`src/rtl/router_fifo.sv`:
```
// Per-destination output FIFO of the 1x4 router. Each entry carries a header tag,
// used on the read side to track the remaining packet length and zero data_out between packets.
module router_fifo #(
  parameter int WIDTH  = 8,
  parameter int DEPTH  = 16,
  parameter int ADDR_W = 4
) (
  input  logic             clk,
  input  logic             resetn,
  input  logic             soft_reset,
  input  logic             write_enb,
  input  logic             read_enb,
  input  logic             lfd_state,
  input  logic [WIDTH-1:0] data_in,
  output logic [WIDTH-1:0] data_out,
  output logic             full,
  output logic             empty
);

  localparam int PTR_W = ADDR_W + 1;
  localparam int CNT_W = 7;

  logic [WIDTH:0]     mem_q [DEPTH];
  logic [PTR_W-1:0]   wr_ptr_q, wr_ptr_d;
  logic [PTR_W-1:0]   rd_ptr_q, rd_ptr_d;
  logic [CNT_W-1:0]   count_q, count_d;
  logic [WIDTH-1:0]   data_out_q, data_out_d;
  logic               lfd_q, lfd_d;
  logic               wr_en, rd_en;
  logic [WIDTH:0]     rd_entry;

  assign empty = (wr_ptr_q == rd_ptr_q);
  assign full  = (wr_ptr_q[ADDR_W] != rd_ptr_q[ADDR_W]) &&
                 (wr_ptr_q[ADDR_W-1:0] == rd_ptr_q[ADDR_W-1:0]);

  assign wr_en    = write_enb && !full;
  assign rd_en    = read_enb && !empty;
  assign rd_entry = mem_q[rd_ptr_q[ADDR_W-1:0]];
  assign data_out = data_out_q;

  always_comb begin
    wr_ptr_d   = wr_ptr_q;
    rd_ptr_d   = rd_ptr_q;
    count_d    = count_q;
    data_out_d = data_out_q;
    // lfd_state is delayed one clock so the tag lines up with router_reg's dout
    lfd_d      = lfd_state;

    if (soft_reset) begin
      wr_ptr_d   = '0;
      rd_ptr_d   = '0;
      count_d    = '0;
      data_out_d = '0;
    end else begin
      if (wr_en) begin
        wr_ptr_d = wr_ptr_q + PTR_W'(1);
      end
      if (rd_en) begin
        rd_ptr_d   = rd_ptr_q + PTR_W'(1);
        data_out_d = rd_entry[WIDTH-1:0];
        if (rd_entry[WIDTH]) begin
          // header length field plus the trailing parity byte
          count_d = CNT_W'(rd_entry[WIDTH-1:2]) + CNT_W'(1);
        end else if (count_q != '0) begin
          count_d = count_q - CNT_W'(1);
        end
      end else if (count_q == '0) begin
        data_out_d = '0;
      end
    end
  end

  always_ff @(posedge clk or negedge resetn) begin
    if (!resetn) begin
      wr_ptr_q   <= '0;
      rd_ptr_q   <= '0;
      count_q    <= '0;
      data_out_q <= '0;
      lfd_q      <= 1'b0;
    end else begin
      wr_ptr_q   <= wr_ptr_d;
      rd_ptr_q   <= rd_ptr_d;
      count_q    <= count_d;
      data_out_q <= data_out_d;
      lfd_q      <= lfd_d;
    end
  end

  // Storage is intentionally not reset; pointers alone define validity.
  always_ff @(posedge clk) begin
    if (wr_en && !soft_reset) begin
      mem_q[wr_ptr_q[ADDR_W-1:0]] <= {lfd_q, data_in};
    end
  end

endmodule

```
`config.mk`:
```
export PLATFORM = sky130hd
export DESIGN_NAME = router_fifo
export DESIGN_NICKNAME = d
export VERILOG_FILES = /design/src/rtl/router_fifo.sv
export SDC_FILE = /design/constraint.sdc
export NUM_CORES = 1
export LEC_CHECK = 0
export ABC_AREA = 1
export ABC_CLOCK_PERIOD_IN_PS = 3900
export CAP_MARGIN = 15
export CORE_ASPECT_RATIO = 1.5
export CORE_UTILIZATION = 40
export CTS_BUF_LIST = sky130_fd_sc_hd__clkbuf_8
export CTS_CLUSTER_DIAMETER = 120
export DETAILED_ROUTE_END_ITERATION = 8
export GPL_TIMING_DRIVEN = 0
export RECOVER_POWER = 50
export SYNTH_ARGS = -nofsm -noshare
export SYNTH_HDL_FRONTEND = slang
export SYNTH_SLANG_ARGS = --single-unit
```
`constraint.sdc`:
```
create_clock -name clk -period 3.9 [get_ports clk]
set_input_delay 0.78 -clock clk [delete_from_list [all_inputs] [get_ports clk]]
set_output_delay 0.78 -clock clk [all_outputs]
set_load 0.1 [all_outputs]
```
==> flow_summary.ini, run 1 <==
[clock_tree]
post_cts_resize_count = 0
cts-buffers-inserted = 17
numClockSinks = 170
cts.reportedPaths.clkPinSlew_ps = 100
ctsHtreeMaxLevel = 4
max-clock-path-buffers = 2
cts_tree = yes
postCtsHoldBufs = 0
clock-root-buffer = clkbuf_8
clock_insertion_delay_worst_skew_ps = 450
cts_setup_buffers = 0

[critical_path]
crit-reg2reg-launch = rd_ptr_q[0]
timing.critical_path.to_type = output pin
startpoint = rd_ptr_q[0]
timing.critical_path.cells = buf_4, xor2_1, nor2_2, nand2_1, or2_1, inv_1, clkdlybuf4s50_1
timing.critical_path.depth = 7
critPathMaxStageDelay_ps = 1120
reg2reg_path_depth = 9
timing.critical_path.from_type = flop
cp_max_fo = 10
path_class = flop to output pin
required_ps = 3120
endpoint = full
timing.critical_path.arrival_ps = 2870
worst_r2r_endpoint = mem_q[1][8]
critical-path-top-delay-family = buffers and inverters
timing.critical_path.slowest_stage_cell = clkdlybuf4s50_1
rrSetupSlack_ps = 1040
cp_num_buf_inv = 3

[routing]
antenna_left = 0
drt_iter0_markers = 383
totalWireLength_um = 18540
drt_pass1_iterations = 5
drt_drc_violations_left = 0
avgViaCountPerCell = 5.015
detailroute.via_count = 5165
post_drt_wl_per_cell_um = 18.00

[layout]
area_growth_syn_to_layout_pct = 12.90
post_route_cells_drive_above_1_share = 0.1170
regArea_um2 = 4975
fillCellCount = 1735
finalNetCount = 787
multi_input_comb_area_um2 = 2088
ant_diodes = 0
final_common_cell = nand2_1
final_cell_mix = nand2_1, edfxtp_1, inv_1

[floorplan]
fp.dieArea_um2 = 19480
row_count = 61
top_level_ports = 24
core_area_um2 = 18550
floorplan.initialDensity = 0.4080
die_boundary_height_um = 170.5
die_x_um = 114.3

[timing]
min_period_ps = 3655
worst_clock_skew_ps = 19.85
grt_setup_unrepaired = no
timing.final.hold_violations = 0
worst_pin_slew_ps = 1114
drv_slew = 0
count_of_final_setup_violators = 0
max_slew_margin = 0.2544
finalCritPeriodShare = 0.9371
post_layout_worst_setup_margin_ps = 245.3
timing.fmax_mhz = 273.6
fin_tns_setup_ps = 0
hold_slack_ps = 526.9

[synthesis]
netlist_top_cells_area = edfxtp_1, nand2_1, dfrtp_1
dominant_combinational_cell_family_by_area_after_synthesis = simple AND/OR/NAND/NOR gates
synth_simple_gate_area_frac = 0.1867
synthCells = 719
post_synth_fa_ha_maj_area_fraction = 0.01323
post_synth_instance_area_um2 = 7567
synth_seq_cells = 170
synth_fp_nets = 741
synth_warnings = 0
portion_of_the_post_synthesis_area_used_by_sequential_elements = 0.6574
synth_top_area_frac = 0.5714
yosys.cell_types.count = 38
synth_compound_area_frac = 0.06498
synthXorXnorAreaFrac = 0.01042
synth_top_cell_by_area = edfxtp_1
synth_mux_area_frac = 0
syn_avg_cell_area_um2 = 10.52

[pwr]
p_sw_w = 0.001439
cellPowerDensity_nw_per_um2 = 496.9
pwr-share-clk = 0.286
netSwitchingFraction = 0.3389
seq_power_share = 0.484
leakage_nw = 3.431
cell_internal_pwr_w = 0.002807
power.combinational.fraction = 0.229
ir_drop_v = 0.0002296

[run]
timing.max_cap.violations = 0

[placed_design]
place_congestion = 0.8246
dp.final_hpwl_um = 12650
buffer_ports.inserted = 22
preCtsSetupSlack_ps = 699.2

[global_route]
track_usage = 0.2046
overflow = 0
grt_start_max_net_pins = 20
grt_first_pass_wirelength_um = 28910
number_of_antenna_violations_at_the_first_check_in_global_routing = 0
first_global_vias = 5268

[status]
outcome = complete, no violations

[min_path]
hold_path_startpoint = count_q[0]
hp-class = flop to flop
-- per-stage QoR --
| step | cells | utilization | instance area [µm²] | power [W] |
|---|---|---|---|---|
| final | 1030 | 0.4606 | 8543 | 0.004245 |
| after global routing | 1030 | 0.4606 | 8543 | 0.004423 |
| after CTS | 1028 | 0.4612 | 8554 | 0.004262 |
| after detailed placement | 996 | 0.4404 | 8168 | 0.003071 |
| after global placement | 993 | 0.4369 | 8103 | 0.003046 |
| after floorplan | 719 | - | 7567 | 0.002791 |
-- worst register-to-register path, cell delays in order (launching register included) --
cell and delay [ps]:
dfrtp_1 450, buf_4 250, xor2_1 200, nor2_2 60, nand2_1 60, or2_1 100, nand2_1 100, nor2_2 180
nand2_1 200, nor2_1 880
-- layout make-up --
type                            instances  share of cell area
Buffer                                 28             0.02402
Clock buffer                           17             0.02739
Clock inverter                         15             0.01787
Inverter                               81             0.03559
Multi-Input combinational cell        440              0.2444
Sequential cell                       170              0.5823
Tap cell                              252             0.03691
Timing Repair Buffer                   27             0.03149
-- power groups by stage --
stage	clock, W	combinational (W)	sequential, W
after floorplan	0	0.000609	0.00218
after global placement	0	0.000951	0.00210
after detailed placement	0	0.000972	0.00210
after CTS	0.00123	0.000979	0.00206
after global routing	0.00130	0.00106	0.00206
final	0.00122	0.000973	0.00206
-- logic make-up (layout without fill, tap and decap cells) --
group                      Yosys count  in the layout
buffers and inverters              109            168
AOI/OAI and AO/OA                   86             86
DFF                                170            170
xor gates and xnor gates             9              9
and+or+nand+nor                    337            337
adders and majority gates            8              8
-- worst min path at each step --
stage	slack [ps]	depth (start not counted)	end
2_1_floorplan	460	2	count_q[0]
3_3_place_gp	490	2	count_q[0]
3_5_place_dp	510	2	count_q[0]
4_1_cts	540	2	count_q[0]
5_1_grt	560	2	data_out[0]
6_report	530	2	count_q[0]
-- state kept, by name, summed over array words and instances, names as in the netlist --
signal	flops
count_q	7
wr_ptr_q	5
lfd_q	1
data_out	8
rd_ptr_q	5
mem_q	144
-- cell usage after synthesis --
cell type / n
buf_1: 2
or2_1: 1
buf_2: 8
nand4_1: 1
nor2_1: 51
ha_1: 8
nand2_2: 7
o22ai_1: 7
xnor2_1: 4
nor3_1: 7
nor2_2: 5
nand2_4: 1
a221oi_1: 2
dfrtp_1: 26
nor2_4: 1
a22oi_1: 3
buf_4: 6
nor4_1: 1
a21oi_1: 22
edfxtp_1: 144
o21ai_0: 16
clkinv_1: 1
o211ai_2: 2
or2_2: 2
o21bai_1: 1
buf_6: 9
nand2_1: 205
clkbuf_1: 3
o31ai_1: 1
inv_2: 11
nand3_2: 2
nand3b_1: 1
nand3_1: 52
o21a_1: 1
xor2_1: 5
inv_1: 69
o21ai_1: 28
a32o_1: 3
-- routing by layer --
layer | share of wire | vias to the layer above | GRT usage | wire length, µm
met5 | 0 | - | 0 | 0
met4 | 0.048 | 0 | 0.1276 | 898
met3 | 0.036 | 53 | 0.03312 | 665
met2 | 0.53 | 151 | 0.3718 | 9861
met1 | 0.38 | 2467 | 0.2188 | 7114
li1 | - | 2494 | - | -
No activity file was read; power rests on OpenSTA's default activity.
==> inputs of run 2 (changes only) <==
- CORE_ASPECT_RATIO: 1.5 -> 1.25
==> flow_summary.ini, run 2 (same netlist as run 1, synthesis figures left out) <==
[pwr]
power.combinational.fraction = 0.230
seq_power_share = 0.487
cellPowerDensity_nw_per_um2 = 494.5
total_power_w = 0.004226
pwr-share-clk = 0.283
cell_internal_pwr_w = 0.002884
ir_drop_v = 0.0002570
leakage_nw = 3.453
p_sw_w = 0.001342
netSwitchingFraction = 0.3176

[clock_tree]
cts_setup_buffers = 0
postCtsHoldBufs = 0
clock_insertion_delay_worst_skew_ps = 470
post_cts_resize_count = 0
ctsHtreeMaxLevel = 4
clock-root-buffer = clkbuf_8
cts_tree = yes
numClockSinks = 170
cts-buffers-inserted = 17
max-clock-path-buffers = 2
cts.reportedPaths.clkPinSlew_ps = 90

[min_path]
min_to = count_q[0]
min_delay_path_depth = 2
hold_path_startpoint = count_q[0]
hp-class = flop to flop

[timing]
worst_clock_skew_ps = 11.29
drv_slew = 0
worst_pin_slew_ps = 1211
hold_slack_ps = 498.8
max_slew_margin = 0.1895
fin_tns_setup_ps = 0
count_of_final_setup_violators = 0
finalCritPeriodShare = 0.9476
timing.final.hold_violations = 0
min_period_ps = 3696
post_layout_worst_setup_margin_ps = 204.3
timing.fmax_mhz = 270.6
grt_setup_unrepaired = no

[layout]
final_cell_mix = nand2_1, edfxtp_1, inv_1
largest_register_ffs = 144
area_growth_syn_to_layout_pct = 12.93
final_common_cell = nand2_1
finalNetCount = 792
regArea_um2 = 4975
multi_input_comb_area_um2 = 2083
post_route_cells_drive_above_1_share = 0.1137
ant_diodes = 0
fillCellCount = 1680

[critical_path]
path_class = flop to output pin
reg2reg_path_depth = 9
critPathMaxStageDelay_ps = 1120
worst_r2r_endpoint = mem_q[6][2]
timing.critical_path.slowest_stage_cell = clkdlybuf4s50_1
timing.critical_path.arrival_ps = 2920
required_ps = 3120
rrSetupSlack_ps = 950
timing.critical_path.to_type = output pin
cp_num_buf_inv = 3
critical-path-top-delay-family = buffers and inverters
timing.critical_path.cells = buf_4, xor2_1, nor2_2, nand2_1, or2_1, inv_1, clkdlybuf4s50_1
timing.critical_path.from_type = flop
crit-reg2reg-launch = rd_ptr_q[0]
cp_max_fo = 10

[floorplan]
die_boundary_height_um = 155.8
die_x_um = 125.0
floorplan.initialDensity = 0.4134
top_level_ports = 24
core_area_um2 = 18310
row_count = 55
fp.dieArea_um2 = 19480

[routing]
detailroute.via_count = 5273
drt_pass1_iterations = 9
drt_iter0_markers = 442
antenna_left = 0
post_drt_wl_per_cell_um = 18.70
drt_drc_violations_left = 4
totalWireLength_um = 18910
avgViaCountPerCell = 5.216

[global_route]
number_of_antenna_violations_at_the_first_check_in_global_routing = 0
first_global_vias = 5281
track_usage = 0.2069
grt_start_max_net_pins = 20
grt_first_pass_wirelength_um = 29530
overflow = 0

[run]
timing.max_cap.violations = 0

[status]
outcome = finished, violations left
failed_checks = DRC

[placed_design]
place_congestion = 0.8501
dp.final_hpwl_um = 12740
preCtsSetupSlack_ps = 678.1
buffer_ports.inserted = 22
==> run 2: cell count changes in the layout (fill, tap and decap cells not counted) <==
cell,previous run,this run
nand3_2,2,1
clkinv_8,2,0
inv_1,69,71
bufinv_16,0,2
clkinv_2,1,2
clkinv_1,1,5
nand3_1,52,53
inv_6,4,2
inv_8,5,0
buf_6,13,18
==> run 2: power groups by stage <==
stage               logic, W  clock network [W]  registers, W
floorplan           0.000609                  0       0.00218
global placement    0.000944                  0       0.00209
detailed placement  0.000973                  0       0.00210
CTS                 0.000979            0.00121       0.00206
global route         0.00107            0.00127       0.00206
finish              0.000973            0.00120       0.00206
==> run 2: worst max path at each step <==
stage / slack, ps / cells after the start / to / startpoint
2_1_floorplan: 1400 / 6 / full / rd_ptr_q[0]
6_report: 200 / 7 / full / rd_ptr_q[0]
5_1_grt: 90 / 7 / full / rd_ptr_q[0]
3_5_place_dp: 680 / 7 / full / rd_ptr_q[0]
4_1_cts: 130 / 7 / full / rd_ptr_q[0]
3_3_place_gp: 380 / 5 / mem_q[3][6] / write_enb
==> run 2: per-layer routing <==
metal / up-vias / track usage / share of wire
met5: - / 0 / 0
met4: 0 / 0.09524 / 0.028
met3: 38 / 0.03909 / 0.055
met2: 183 / 0.3599 / 0.51
met1: 2551 / 0.2493 / 0.41
li1: 2501 / - / -
==> run 2: through the flow <==
step,util,cell area (µm²),cells
2_1_floorplan,-,7567,719
3_3_place_gp,0.4410,8073,969
3_5_place_dp,0.4470,8182,977
4_1_cts,0.4671,8549,1009
5_1_grt,0.4668,8546,1011
6_report,0.4668,8546,1011
==> run 2: worst reg2reg max path: stages, from the launching register on <==
cell     delay [ps]
dfrtp_1         460
buf_4           260
xor2_1          200
nor2_2           60
nand2_1          50
or2_1           120
nand2_1         120
nor2_2          200
nand2_1         160
nor2_1          930
==> run 2: final cells by class <==
| cell class | count | share of cell area |
|---|---|---|
| multi-input cells | 440 | 0.2438 |
| plain buffers | 28 | 0.02401 |
| flip-flops and latches | 170 | 0.5821 |
| clock inverters | 15 | 0.01567 |
| well taps | 228 | 0.03338 |
| inverters | 81 | 0.03558 |
| clock buffers | 17 | 0.02738 |
| repair buffers | 32 | 0.03807 |
==> inputs of run 3 (changes only) <==
- SLEW_MARGIN: unset -> 20
==> flow_summary.ini, run 3 (same netlist as run 1, synthesis figures left out) <==
[critical_path]
cp_max_fo = 10
rrSetupSlack_ps = 960
worst_r2r_endpoint = mem_q[10][5]
timing.critical_path.from_type = flop
crit-reg2reg-launch = rd_ptr_q[0]
endpoint = full
required_ps = 3120
path_class = flop to output pin
reg2reg_path_depth = 9
timing.critical_path.to_type = output pin
startpoint = rd_ptr_q[0]
timing.critical_path.arrival_ps = 2910

[layout]
area_growth_syn_to_layout_pct = 11.90
final_common_cell = nand2_1
final_cell_mix = nand2_1, edfxtp_1, inv_1
post-route-util = 0.4626
finalNetCount = 785
ant_diodes = 0
largest_register_ffs = 144
post_route_cells_drive_above_1_share = 0.1200
fillCellCount = 1686

[clock_tree]
cts.reportedPaths.clkPinSlew_ps = 90
ctsHtreeMaxLevel = 4
cts_tree = yes
cts_setup_buffers = 0
post_cts_resize_count = 0
postCtsHoldBufs = 0
clock-root-buffer = clkbuf_8
cts-buffers-inserted = 17
max-clock-path-buffers = 2
clock_insertion_delay_worst_skew_ps = 460
numClockSinks = 170

[timing]
drv_slew = 0
worst_clock_skew_ps = 13.56
grt_setup_unrepaired = no
fin_tns_setup_ps = 0
timing.fmax_mhz = 271.1
finalCritPeriodShare = 0.9457
min_period_ps = 3688
max_slew_margin = 0.03107
timing.final.hold_violations = 0
count_of_final_setup_violators = 0
worst_pin_slew_ps = 1453

[routing]
detailroute.via_count = 5214
drt_iter0_markers = 528
drt_drc_violations_left = 4
avgViaCountPerCell = 5.198
antenna_left = 0
post_drt_wl_per_cell_um = 18.73
drt_pass1_iterations = 7
totalWireLength_um = 18790

[global_route]
track_usage = 0.2045
overflow = 0
first_global_vias = 5205
grt_first_pass_wirelength_um = 29370
grt_start_max_net_pins = 27
number_of_antenna_violations_at_the_first_check_in_global_routing = 0

[status]
failed_checks = DRC
outcome = finished, violations left

[placed_design]
dp.final_hpwl_um = 12390
buffer_ports.inserted = 22
place_congestion = 0.8501

[floorplan]
die_x_um = 125.0
top_level_ports = 24
die_boundary_height_um = 155.8
core_area_um2 = 18310
row_count = 55
floorplan.initialDensity = 0.4134
fp.dieArea_um2 = 19480

[pwr]
cellPowerDensity_nw_per_um2 = 489.9
ir_drop_v = 0.0002391
total_power_w = 0.004148
leakage_nw = 3.384

[run]
timing.max_cap.violations = 0

[min_path]
hp-class = flop to flop
[run 3: cell types whose count changed in the layout (fill, tap and decap cells not counted), sizes merged]
cell / before / now
buf: 34 / 28
bufinv: 2 / 1
clkinv: 8 / 10
clkinvlp: 2 / 3
dlygate4sd3: 10 / 9
inv: 84 / 81
[run 3: how the worst min path moves through the flow]
stage / startpoint / endpoint / depth (start not counted)
finish: count_q[0] / count_q[0] / 2
global route: count_q[0] / count_q[0] / 2
CTS: resetn / count_q[1] / 1
detailed placement: count_q[0] / count_q[0] / 2
global placement: count_q[0] / count_q[0] / 2
floorplan: count_q[0] / count_q[0] / 2
[run 3: worst max-delay path, stage by stage, from the launching register on]
cell             delay [ps]
dfrtp_1                 460
buf_4                   230
xor2_1                  180
nor2_2                  110
nand2_1                  50
or2_1                   230
inv_1                    60
clkdlybuf4s50_1        1120
[run 3: area by class of cell]
cell class | count | area (µm²) | area share
multi-input cells | 440 | 2111 | 0.2493
well taps | 228 | 285.3 | 0.03369
clock buffers | 17 | 234.0 | 0.02763
plain buffers | 28 | 205.2 | 0.02423
repair buffers | 25 | 247.7 | 0.02926
flip-flops and latches | 170 | 4975 | 0.5875
clock inverters | 14 | 106.4 | 0.01256
inverters | 81 | 304.0 | 0.03590
[run 3: routing by layer]
layer	part of all wire	track usage
met5	0	0
met4	0.026	0.08595
met3	0.057	0.03292
met2	0.50	0.3530
met1	0.42	0.2558
[run 3: stage by stage]
step                      instance area [µm²]  std cells  worst slack [ps]  hold WS (ps)
final                                    8468       1003             211.9         494.9
after global routing                     8468       1003             113.2         538.6
after CTS                                8474       1003             162.7         328.8
after detailed placement                 8134        972             683.9         478.9
after global placement                   8073        969             383.9         483.3
after floorplan                          7567        719              1405         458.8
[run 3: where the power goes]
group / internal, W / switching, W / total [W]
Clock: 0.000489 / 0.000635 / 0.00112
Sequential: 0.00202 / 0.0000364 / 0.00206
Combinational: 0.000304 / 0.000665 / 0.000968
